File: src/rtl/air_ctrl.sv
// Air-conditioner controller: mode FSM, demand register and equipment FSM with compressor lockout.
// Latency: button/temperature -> demand 1 cycle, demand -> equipment enable 1 cycle; outputs registered.
// Backpressure: none; button pulses are consumed the cycle they arrive, lockout holds off restarts.
module air_ctrl #(
  parameter int         TICK_DIV  = 50_000_000,
  parameter logic [7:0] MIN_OFF_S = 8'd5,
  parameter logic [7:0] HYST      = 8'd2
) (
  input  logic       clk,
  input  logic       reset,
  input  logic [4:0] rise_button,
  input  logic [7:0] tem_reg,
  input  logic [7:0] set_tem,
  output logic [1:0] air_state,
  output logic       cool_on,
  output logic       heat_on,
  output logic       fan_on,
  output logic       lockout
);

  localparam int             PW      = (TICK_DIV > 1) ? $clog2(TICK_DIV) : 1;
  localparam logic [PW-1:0]  PMAX    = PW'(TICK_DIV - 1);
  localparam logic [7:0]     FAN_MIN = MIN_OFF_S >> 1;

  typedef enum logic [1:0] {M_MANUAL = 2'b00, M_AUTO = 2'b01, M_STOP = 2'b10, M_SET = 2'b11} mode_t;
  typedef enum logic [1:0] {D_NONE = 2'b00, D_COOL = 2'b01, D_HEAT = 2'b10} dem_t;
  typedef enum logic [1:0] {E_IDLE = 2'b00, E_COOL = 2'b01, E_HEAT = 2'b10, E_LOCK = 2'b11} eq_t;

  mode_t         mode_q, mode_d;
  dem_t          dem_q, dem_d;
  eq_t           eq_q, eq_d;
  logic [PW-1:0] presc_q, presc_d;
  logic [7:0]    cnt_q, cnt_d;
  logic          cool_q, cool_d, heat_q, heat_d, fan_q, fan_d, lock_q, lock_d;
  logic          tick;
  logic          b_mode, b_set, b_exit, b_up, b_dn;
  logic [8:0]    tem9, set9, hyst9;
  logic          want_cool, want_heat;

  // Only the highest-priority pressed button is acted on: mode > set > exit > up > down.
  always_comb begin
    b_mode = rise_button[2];
    b_set  = rise_button[1] & ~rise_button[2];
    b_exit = rise_button[3] & ~rise_button[2] & ~rise_button[1];
    b_up   = rise_button[0] & ~rise_button[3] & ~rise_button[2] & ~rise_button[1];
    b_dn   = rise_button[4] & ~rise_button[3] & ~rise_button[2] & ~rise_button[1] & ~rise_button[0];
  end

  // Nine-bit compares so that 255 + HYST cannot wrap around.
  always_comb begin
    tem9      = {1'b0, tem_reg};
    set9      = {1'b0, set_tem};
    hyst9     = {1'b0, HYST};
    want_cool = tem9 > (set9 + hyst9);
    want_heat = (tem9 + hyst9) < set9;
  end

  // One-second prescaler; tick marks the cycle in which the count wraps.
  always_comb begin
    tick    = (presc_q == PMAX);
    presc_d = tick ? '0 : presc_q + 1'b1;
  end

  // Mode FSM next state.
  always_comb begin
    mode_d = mode_q;
    case (mode_q)
      M_MANUAL: if (b_mode) mode_d = M_AUTO;
      M_AUTO: begin
        if (b_mode)     mode_d = M_STOP;
        else if (b_set) mode_d = M_SET;
      end
      M_STOP:   if (b_mode) mode_d = M_MANUAL;
      M_SET: begin
        if (b_mode)      mode_d = M_STOP;
        else if (b_exit) mode_d = M_AUTO;
      end
    endcase
  end

  // Demand register: buttons in MANUAL, thermostat with hysteresis in AUTO, frozen in SET_TEM.
  always_comb begin
    dem_d = dem_q;
    case (mode_q)
      M_MANUAL: begin
        if (b_up)        dem_d = D_COOL;
        else if (b_dn)   dem_d = D_HEAT;
        else if (b_exit) dem_d = D_NONE;
      end
      M_AUTO: begin
        if (want_cool)                               dem_d = D_COOL;
        else if (want_heat)                          dem_d = D_HEAT;
        else if (dem_q == D_COOL && tem9 <= set9)    dem_d = D_NONE;
        else if (dem_q == D_HEAT && tem9 >= set9)    dem_d = D_NONE;
      end
      M_STOP:   dem_d = D_NONE;
      M_SET:    dem_d = dem_q;
    endcase
  end

  // Equipment FSM: any change away from a running state passes through a timed lockout.
  always_comb begin
    eq_d  = eq_q;
    cnt_d = cnt_q;
    case (eq_q)
      E_IDLE: begin
        if (dem_q == D_COOL)      eq_d = E_COOL;
        else if (dem_q == D_HEAT) eq_d = E_HEAT;
      end
      E_COOL: if (dem_q != D_COOL) begin eq_d = E_LOCK; cnt_d = MIN_OFF_S; end
      E_HEAT: if (dem_q != D_HEAT) begin eq_d = E_LOCK; cnt_d = MIN_OFF_S; end
      E_LOCK: begin
        if (cnt_q == 8'd0) eq_d = E_IDLE;
        else if (tick)     cnt_d = cnt_q - 8'd1;
      end
    endcase
    cool_d = (eq_d == E_COOL);
    heat_d = (eq_d == E_HEAT);
    lock_d = (eq_d == E_LOCK);
    fan_d  = cool_d | heat_d | (lock_d & (cnt_d > FAN_MIN));
  end

  // All state and registered outputs.
  always_ff @(posedge clk or negedge reset) begin
    if (!reset) begin
      mode_q  <= M_MANUAL;
      dem_q   <= D_NONE;
      eq_q    <= E_IDLE;
      presc_q <= '0;
      cnt_q   <= 8'd0;
      cool_q  <= 1'b0;
      heat_q  <= 1'b0;
      fan_q   <= 1'b0;
      lock_q  <= 1'b0;
    end else begin
      mode_q  <= mode_d;
      dem_q   <= dem_d;
      eq_q    <= eq_d;
      presc_q <= presc_d;
      cnt_q   <= cnt_d;
      cool_q  <= cool_d;
      heat_q  <= heat_d;
      fan_q   <= fan_d;
      lock_q  <= lock_d;
    end
  end

  assign air_state = mode_q;
  assign cool_on   = cool_q;
  assign heat_on   = heat_q;
  assign fan_on    = fan_q;
  assign lockout   = lock_q;

endmodule
File: config.mk
export PLATFORM = sky130hd
export DESIGN_NAME = air_ctrl
export DESIGN_NICKNAME = d
export VERILOG_FILES = /design/src/rtl/air_ctrl.sv
export SDC_FILE = /design/constraint.sdc
export NUM_CORES = 1
export LEC_CHECK = 0
export ABC_AREA = 1
export CORE_MARGIN = 4
export CORE_UTILIZATION = 55
export CTS_CLUSTER_DIAMETER = 30
export DETAILED_ROUTE_END_ITERATION = 10
export GPL_TIMING_DRIVEN = 0
export MAX_ROUTING_LAYER = met4
export PLACE_DENSITY = 0.8
export SYNTH_ARGS = -nofsm -noshare
export SYNTH_HDL_FRONTEND = slang
export SYNTH_SLANG_ARGS = --single-unit
File: constraint.sdc
create_clock -name clk -period 3.2 [get_ports clk]
set_input_delay 0.48 -clock clk [delete_from_list [all_inputs] [get_ports clk]]
set_output_delay 0.48 -clock clk [all_outputs]
set_load 0.005 [all_outputs]
### Word-level counts from Yosys, hierarchy flattened

Index checks and enable logic that the tools add are counted.

| word-level totals | value |
|---|---|
| output and inout bits | 6 |
| input bits | 23 |
| register bits | 44 |
| logic and storage cells | 90 |

| operators by class | value |
|---|---|
| reductions and logical operators | 7 |
| $lt $le $gt $ge | 5 |
| bitwise operators | 18 |
| eq/ne operators | 20 |
| add/subtract/negate cells | 4 |
| muxes and demuxes | 27 |

Operators by type and width:

| operator | count |
|---|---|
| two-way mux 2 bit | 18 |
| two-way mux 8 bit | 4 |
| adder 26 x 1 -> 26 bit, second input constant | 1 |
| == test 26 bit, second input constant | 1 |
| two-way mux 26 bit | 1 |
| one-hot mux 8 bit (3 select lines) | 1 |
| adder 8 x 2 -> 9 bit, second input constant | 2 |
| one-hot mux 2 bit (4 select lines) | 2 |
| == test 2 bit, second input constant | 7 |
| AND 1 bit | 11 |
| greater-than comparator 8 x 9 -> 1 bit | 1 |
| less-than comparator 9 x 8 -> 1 bit | 1 |
| == test 2 x 1 -> 1 bit, second input constant | 4 |
| >= comparator 8 bit | 1 |
| greater-than comparator 8 x 2 -> 1 bit, second input constant | 1 |
| less-or-equal comparator 8 bit | 1 |
| logical NOT 8 bit | 1 |
| subtractor 8 x 1 -> 8 bit, second input constant | 1 |
| inequality test 2 bit, second input constant | 3 |
| inequality test 3 bit, second input constant | 2 |
| one-hot mux 2 bit (3 select lines) | 1 |
| inequality test 5 bit, second input constant | 1 |
| inverter 1 bit | 5 |
| logical NOT 2 bit | 2 |
| 6 further kinds | 8 |

### Logic depth before layout (Yosys ltp)

Gate-level depths: netlist of the first run.

| depth | value |
|---|---|
| depth after elaboration | 8 |
| gate-level depth with buffers | 16 |
| mapped depth without buffers | 16 |

### Worst setup path after synthesis of the first run

No wires, ideal clock.

| timing path | value |
|---|---|
| path type | input to register |
| start | in set_tem[1] |
| end | reg dem_q[1] |
| arrival | 2084 ps |
| stages | 16 |
| setup time | 116 ps |
| required time | 3084 ps |
| slack | 999 ps |
| path through | ha_1 -> nand3_1 -> nor3_1 -> xor2_1 -> ha_1 -> and3_1 -> nand2_1 -> nand2_1 -> inv_1 -> nand2_1 -> nand2_1 -> nor2_1 -> o21ai_1 -> nand2_1 -> nand2_1 -> nand2_1 |

| between the ends | value |
|---|---|
| longest elaborated chain between the ends | 6 |

Ends and longest elaborated chain:

| item | line | text |
|---|---|---|
| start: declaration | 13 | `input logic [7:0] set_tem,` |
| branches (longest 6 deep; another with adder 8 x 2 -> 9 bit) | n/a |  |
| end signal: assignment | 137 | `dem_q <= dem_d;` |
| end: declaration | 30 | `dem_t dem_q, dem_d;` |

Parallel ways; which one is timed is not known.
A chain may end at the register's enable or synchronous reset.

### Worst setup path after layout of the first run

Same ends and word-level chain as after synthesis.

==> results of run 1 <==
==> flip-flops by register name, indices dropped and copies added, names as in the netlist <==
signal,count
presc_q,26
cnt_q,8
fan_on,1
eq_q,2
lockout,1
cool_on,1
air_state,2
dem_q,2
heat_on,1
==> worst min-delay path by stage <==
stage / end / slack [ns] / depth (start not counted)
after floorplan: air_state[0]$_DFFE_PN0P_ / 0.18 / 0
after global placement: dem_q[0]$_DFFE_PN0P_ / 0.46 / 2
after detailed placement: presc_q[6]$_DFF_PN0_ / 0.41 / 1
after CTS: presc_q[11]$_DFF_PN0_ / 0.09 / 1
after global routing: presc_q[11]$_DFF_PN0_ / 0.11 / 1
final: presc_q[6]$_DFF_PN0_ / 0.08 / 1
==> worst reg2reg max path, stage by stage, from the launching register on <==
cell and delay, ns:
dfrtp_1 0.40, ha_1 0.21, nand2_2 0.06, nor2_2 0.15
nand3_1 0.14, nor2_4 0.23, nand2_4 0.13, clkinv_4 0.12
nand2_1 0.06, nand3_1 0.09, nand3_1 0.11, nor2_1 0.12
nand3_1 0.08, nand2_1 0.06, nand2_1 0.05
==> final cells by class <==
cell class | count | area, sq um
multi-input combinational | 360 | 2090
fill | 524 | 2060
sequential | 44 | 1100
inverter | 86 | 328
timing repair buffer | 29 | 295
tap | 75 | 93.8
clock buffer | 6 | 82.6
clock inverter | 2 | 10.0
==> kinds of logic (layout without fill, tap and decap cells) <==
kind of cell / after synthesis / count (layout)
AND/OR/NAND/NOR: 262 / 262
buffers and inverters: 86 / 123
flip-flops: 44 / 44
AO/OA/AOI/OAI: 42 / 42
adder cells (fa/ha/maj): 34 / 34
XOR/XNOR: 21 / 21
multiplexers: 1 / 1
==> metrics by stage <==
step	setup slack, ns	power, uW	area (sq um)
4_1_cts	0.476	1790	4000
5_1_grt	0.270	1930	4000
3_5_place_dp	0.175	1420	3910
6_report	0.482	1780	4000
3_3_place_gp	0.236	1390	3890
2_1_floorplan	0.999	1180	3520
==> metal layers <==
metal / routed length (um) / part of all wire [%] / vias up
met5: 0 / 0 / -
met4: 82 / 1.1 / 0
met3: 246 / 3.4 / 10
met2: 3330 / 45 / 53
met1: 3680 / 50 / 1420
li1: - / - / 1651
==> power groups by stage <==
stage	sequential [uW]	clock [uW]	combinational (uW)
after floorplan	682	0	497
after global placement	686	0	708
after detailed placement	690	0	729
after CTS	680	371	740
after global routing	691	391	847
final	681	358	738
==> cells in the final DEF, fill, tap and decap left out, types with 5 or more instances in the layout <==
cell type	instances
a21oi_1	17
nand3_1	34
xnor2_1	5
ha_1	34
nor3_1	13
xor2_1	16
nand4_1	13
o21ai_0	7
nand2_1	116
clkdlybuf4s50_1	27
inv_1	83
clkbuf_8	6
nor2_4	5
nor2_1	61
dfrtp_1	44
==> results.cfg, run 1 <==
[final_layout]
drive_above_1_share_pct = 6.64
final_nets = 583
diodes = 0
final_cells = 602
utilization_pct = 66.0
syn_to_final_growth_pct = 13.7

[pwr]
clkPwrFrac_pct = 20.1
ir_drop_mv = 0.463
power_frac_seq_pct = 38.3
p_leak_uw = 0.00215
powerDensity_nw_per_um2 = 445
swShare_pct = 37.7
internal-power_uw = 1110
combinationalPowerShare_pct = 41.5
power_switching_uw = 670

[synthesis]
synth-edff-count = 0
synth_xor_area_share_pct = 5.23
ys_top_cells_by_count = 116 x nand2_1, 83 x inv_1, 61 x nor2_1, 44 x dfrtp_1
yosys.area_share.simple_pct = 34.4
yosysMostFrequentCell = nand2_1
yosysWarnings = 0
yosysTopAreaCellShare_pct = 31.3
synth_cells = 490
mappedNetlistNets = 547
ys_seq_area_share_pct = 31.3
synth-seq-cells = 44
synth_area_leaders = dfrtp_1 31%, nand2_1 12%, ha_1 12%, inv_1 8.9%, nor2_1 6.5%
synth_top_family_by_area = simple AND/OR/NAND/NOR gates
synthDistinctLibCells = 41
synth-compound-area-share_pct = 7.36
netlist_area_sq_um = 3520
avgSynthCellArea_sq_um = 7.18
muxShareOfSynthArea_pct = 0.284
synthFlopType = dfrtp_1
synthAdderAreaFrac_pct = 12.1
synth_top_area_cell = dfrtp_1
async_flop_share_pct = 100

[setup_path]
cp_num_buf_inv = 2
cp-startpoint = set_tem[1]
slowest_stage = clkdlybuf4s50_1
critPathCaptureType = flip-flop
cp_max_fo = 3
cp_top_family = simple AND/OR/NAND/NOR gates
reg2reg_to = fan_on$_DFF_PN0_
critPathRequiredTime_ns = 3.39
critical_path_class = input port to flip-flop
cp-endpoint = dem_q[1]$_DFFE_PN0P_
cp_cell_sequence = clkdlybuf4s50_1 -> ha_1 -> nand3_1 -> nor3_1 -> xor2_1 -> ha_1 -> and3_1 -> nand2_1 -> nand2_1 -> inv_1 -> nand2_1 -> nand2_1 -> nor2_1 -> o21ai_1 -> nand2_1 -> nand2_1 -> nand2_1
cp_slowest_stage_delay_ns = 0.51
setup.worst_path.start_class = input port
rrSetupSlack_ns = 1.07
cp.depth = 17
r2r-start = presc_q[0]$_DFF_PN0_
cpMostUsedCell = nand2_1
critPathArrivalTime_ns = 2.91
r2r_cells = 14

[sta]
max_slew_margin_pct = 65.5
worst_pin_slew_ns = 0.516
period_share_pct = 84.9
rsz0062_at_grt = no
max_freq_ghz = 0.368
period_needed_ns = 2.72
hold_slack_ns = 0.0841
tns_ns = 0
maxSlewViolCount = 0
finClkSkew_ns = 0.00621
hold_violations = 0
setup_viol = 0

[floorplan]
core_sq_um = 6060
dieHeight_um = 88.0
die_x_um = 88.0
io-pin-count = 29
fp-row-count = 28
dieArea_sq_um = 7740
initial_core_util_pct = 58.1

[cts]
cts_made_buffers = 5
cts_tree = yes
worstSkewPairLatency_ns = 0.30
cts-hold-fix-buffers = 0
cts_setup_buffers = 0
h-tree-depth = 2
clock-root-buffer = clkbuf_8
cts.clk_slew.worst_paths_ns = 0.08
ctsResizeCount = 0
numClockSinks = 44
clockBufferDepth = 2

[routing]
wl_per_cell_um = 12.2
via_per_inst = 5.21
ant_nets = 0
drtIter0Drc = 125
drc = 0
wirelength_um = 7340
drtPass1Iterations = 4
via_count = 3134

[global_route]
grt_pass1_wl_um = 13200
grt_pass1_vias = 3008
grtUsageMet3_pct = 3.20
grt_use_total_pct = 21.6
grtUsageMet2_pct = 33.6
grt_antenna_before_repair = 0
top_usage_layer = met2
use_met1_pct = 29.7
grt_remaining_overflow = 0
grt_max_degree = 30

[flow_run]
max_cap_violations = 0

[placed_design]
place.gp.congestion = 0.889
hpwl_um = 5930
dpl.cell_count = 594
port_buffers = 28

[outcome]
status = complete, no violations

[worst_hold_path]
holdCritPathClass = input port to async pin
Note: power is estimated with default switching activity, not from simulation.
==> inputs of run 2 (changes only) <==
- CORE_UTILIZATION: 55 -> 53
- PLACE_DENSITY: 0.8 -> 0.81
- clock period: 3.2 -> 2.5 ns (I/O delays scaled with it)
==> run 2 against run 1 <==
Net effect:
- routed wire length shrank 0.38%
- power grew 27%
- worst hold slack gained 0.40 ns
- design area grew 1.9%
- global-route usage shrank 1.1 points
- count of clock-buffer cells in the layout is the same
- critical path depth shrank 5
- via count grew 1.6%
- sequential cell count is the same
- cell count grew 0.66%
- clock power grew 17%
- largest cell class unchanged
- largest power group unchanged
==> results.cfg, run 2 (synthesis gave the netlist of run 1 again) <==
[sta]
max_freq_ghz = 0.427
max_slew_margin_pct = 68.7
period_needed_ns = 2.34
finClkSkew_ns = 0.00855
worst_pin_slew_ns = 0.468
period_share_pct = 93.7
timing.final.ws_setup_ns = 0.158
setup_viol = 0
hold_violations = 0
hold_slack_ns = 0.489
maxSlewViolCount = 0

[final_layout]
diodes = 0
final_cells = 606
mostFrequentLayoutCells = 114 x nand2_1, 80 x inv_1, 60 x nor2_1
largest_reg_flops = 26
utilization_pct = 63.9
final_common_cell = nand2_1
drive_above_1_share_pct = 9.83
syn_to_final_growth_pct = 15.9
reg.largest.list = presc_q x26, cnt_q x8
regMostFlops = presc_q
final_nets = 586

[routing]
drtIter0Drc = 130
via_count = 3184
via_per_inst = 5.25
ant_nets = 0
wl_per_cell_um = 12.1
drtPass1Iterations = 4
wirelength_um = 7310
drc = 0

[placed_design]
dp_slack_ns = -0.401
port_buffers = 28
dpl.cell_count = 596
hpwl_um = 5890
place.gp.congestion = 0.943

[global_route]
grt_pass1_vias = 3061
grt_remaining_overflow = 0
grt_use_total_pct = 20.5
grt_pass1_wl_um = 12800
grt_max_degree = 34
grt_antenna_before_repair = 0

[worst_hold_path]
holdCritPathClass = input port to async pin

[outcome]
status = complete, no violations

[cts]
h-tree-depth = 2
worstSkewPairLatency_ns = 0.29
cts_made_buffers = 5
clock-root-buffer = clkbuf_8
cts_tree = yes
cts.clk_slew.worst_paths_ns = 0.08
clockBufferDepth = 2
numClockSinks = 44

[setup_path]
r2r-start = presc_q[0]$_DFF_PN0_
critPathRequiredTime_ns = 2.67
setup.worst_path.start_class = input port
critical_path_class = input port to flip-flop
cp_max_fo = 5
reg2reg_to = fan_on$_DFF_PN0_
cp-startpoint = tem_reg[4]
r2r_cells = 14
cp-endpoint = dem_q[0]$_DFFE_PN0P_
critPathArrivalTime_ns = 2.52
rrSetupSlack_ns = 0.40
critPathCaptureType = flip-flop

[floorplan]
dieHeight_um = 89.5
fp-row-count = 29
initial_core_util_pct = 55.1
io-pin-count = 29
core_sq_um = 6390
dieArea_sq_um = 8010
die_x_um = 89.5

[pwr]
clkPwrFrac_pct = 18.6
internal-power_uw = 1390
combinationalPowerShare_pct = 42.7
powerDensity_nw_per_um2 = 552
p_leak_uw = 0.00219
power_uw = 2250
ir_drop_mv = 0.465
swShare_pct = 38.0
power_frac_seq_pct = 38.7
power_switching_uw = 856

[flow_run]
max_cap_violations = 0
-- run 2: repair_timing --
item                                   in CTS  in global routing
gates resized for setup                    13                 11
hold buffers                                1                  0
endpoints found under the hold margin      11                  0
buffers inserted                            2                  0
setup endpoints to repair                   2                  2
pin swaps                                   9                  5
-- run 2: how the worst min path moves through the flow --
stage / end / slack (ns) / depth (start not counted)
6_report: cnt_q[5]$_DFF_PN0_ / 0.49 / 2
5_1_grt: cnt_q[7]$_DFF_PN0_ / 0.53 / 2
4_1_cts: cnt_q[7]$_DFF_PN0_ / 0.49 / 2
3_5_place_dp: cnt_q[5]$_DFF_PN0_ / 0.27 / 1
3_3_place_gp: dem_q[0]$_DFFE_PN0P_ / 0.46 / 2
2_1_floorplan: air_state[0]$_DFFE_PN0P_ / 0.08 / 0
-- run 2: through the flow --
stage | TNS, ns | instance area (sq um)
after global routing | -0.0263 | 4080
after global placement | -2.75 | 3890
after floorplan | 0 | 3520
final | 0 | 4080
after detailed placement | -0.759 | 3910
after CTS | 0 | 4040
-- run 2: power by group through the flow --
stage	logic [uW]	clock network (uW)	registers, uW
2_1_floorplan	636	0	873
3_3_place_gp	892	0	879
3_5_place_dp	934	0	883
4_1_cts	951	433	871
5_1_grt	1110	458	887
6_report	961	419	871
-- run 2: cell type report --
| type | instances | area, sq um |
|---|---|---|
| tap | 77 | 96.3 |
| clock inverter | 1 | 5.00 |
| timing repair buffer | 32 | 324 |
| clock buffer | 6 | 72.6 |
| inverter | 86 | 328 |
| sequential | 44 | 1100 |
| fill | 563 | 2310 |
| multi-input combinational | 360 | 2150 |
-- run 2: critical path, stage by stage --
cell	delay [ns]
clkdlybuf4s50_1	0.58
nand3_1	0.17
nand3b_1	0.23
xnor2_1	0.15
ha_1	0.29
inv_1	0.06
o211ai_1	0.09
o21bai_1	0.19
o21ai_2	0.16
nand2_1	0.09
nand2_1	0.07
nand2_1	0.06
-- run 2: routing by layer --
metal,share of wire (%),global-route usage (%),vias to the layer above
met5,0,-,-
met4,1.6,5.01,0
met3,2.5,2.67,10
met2,50,36.1,45
met1,46,24.8,1484
li1,-,-,1645
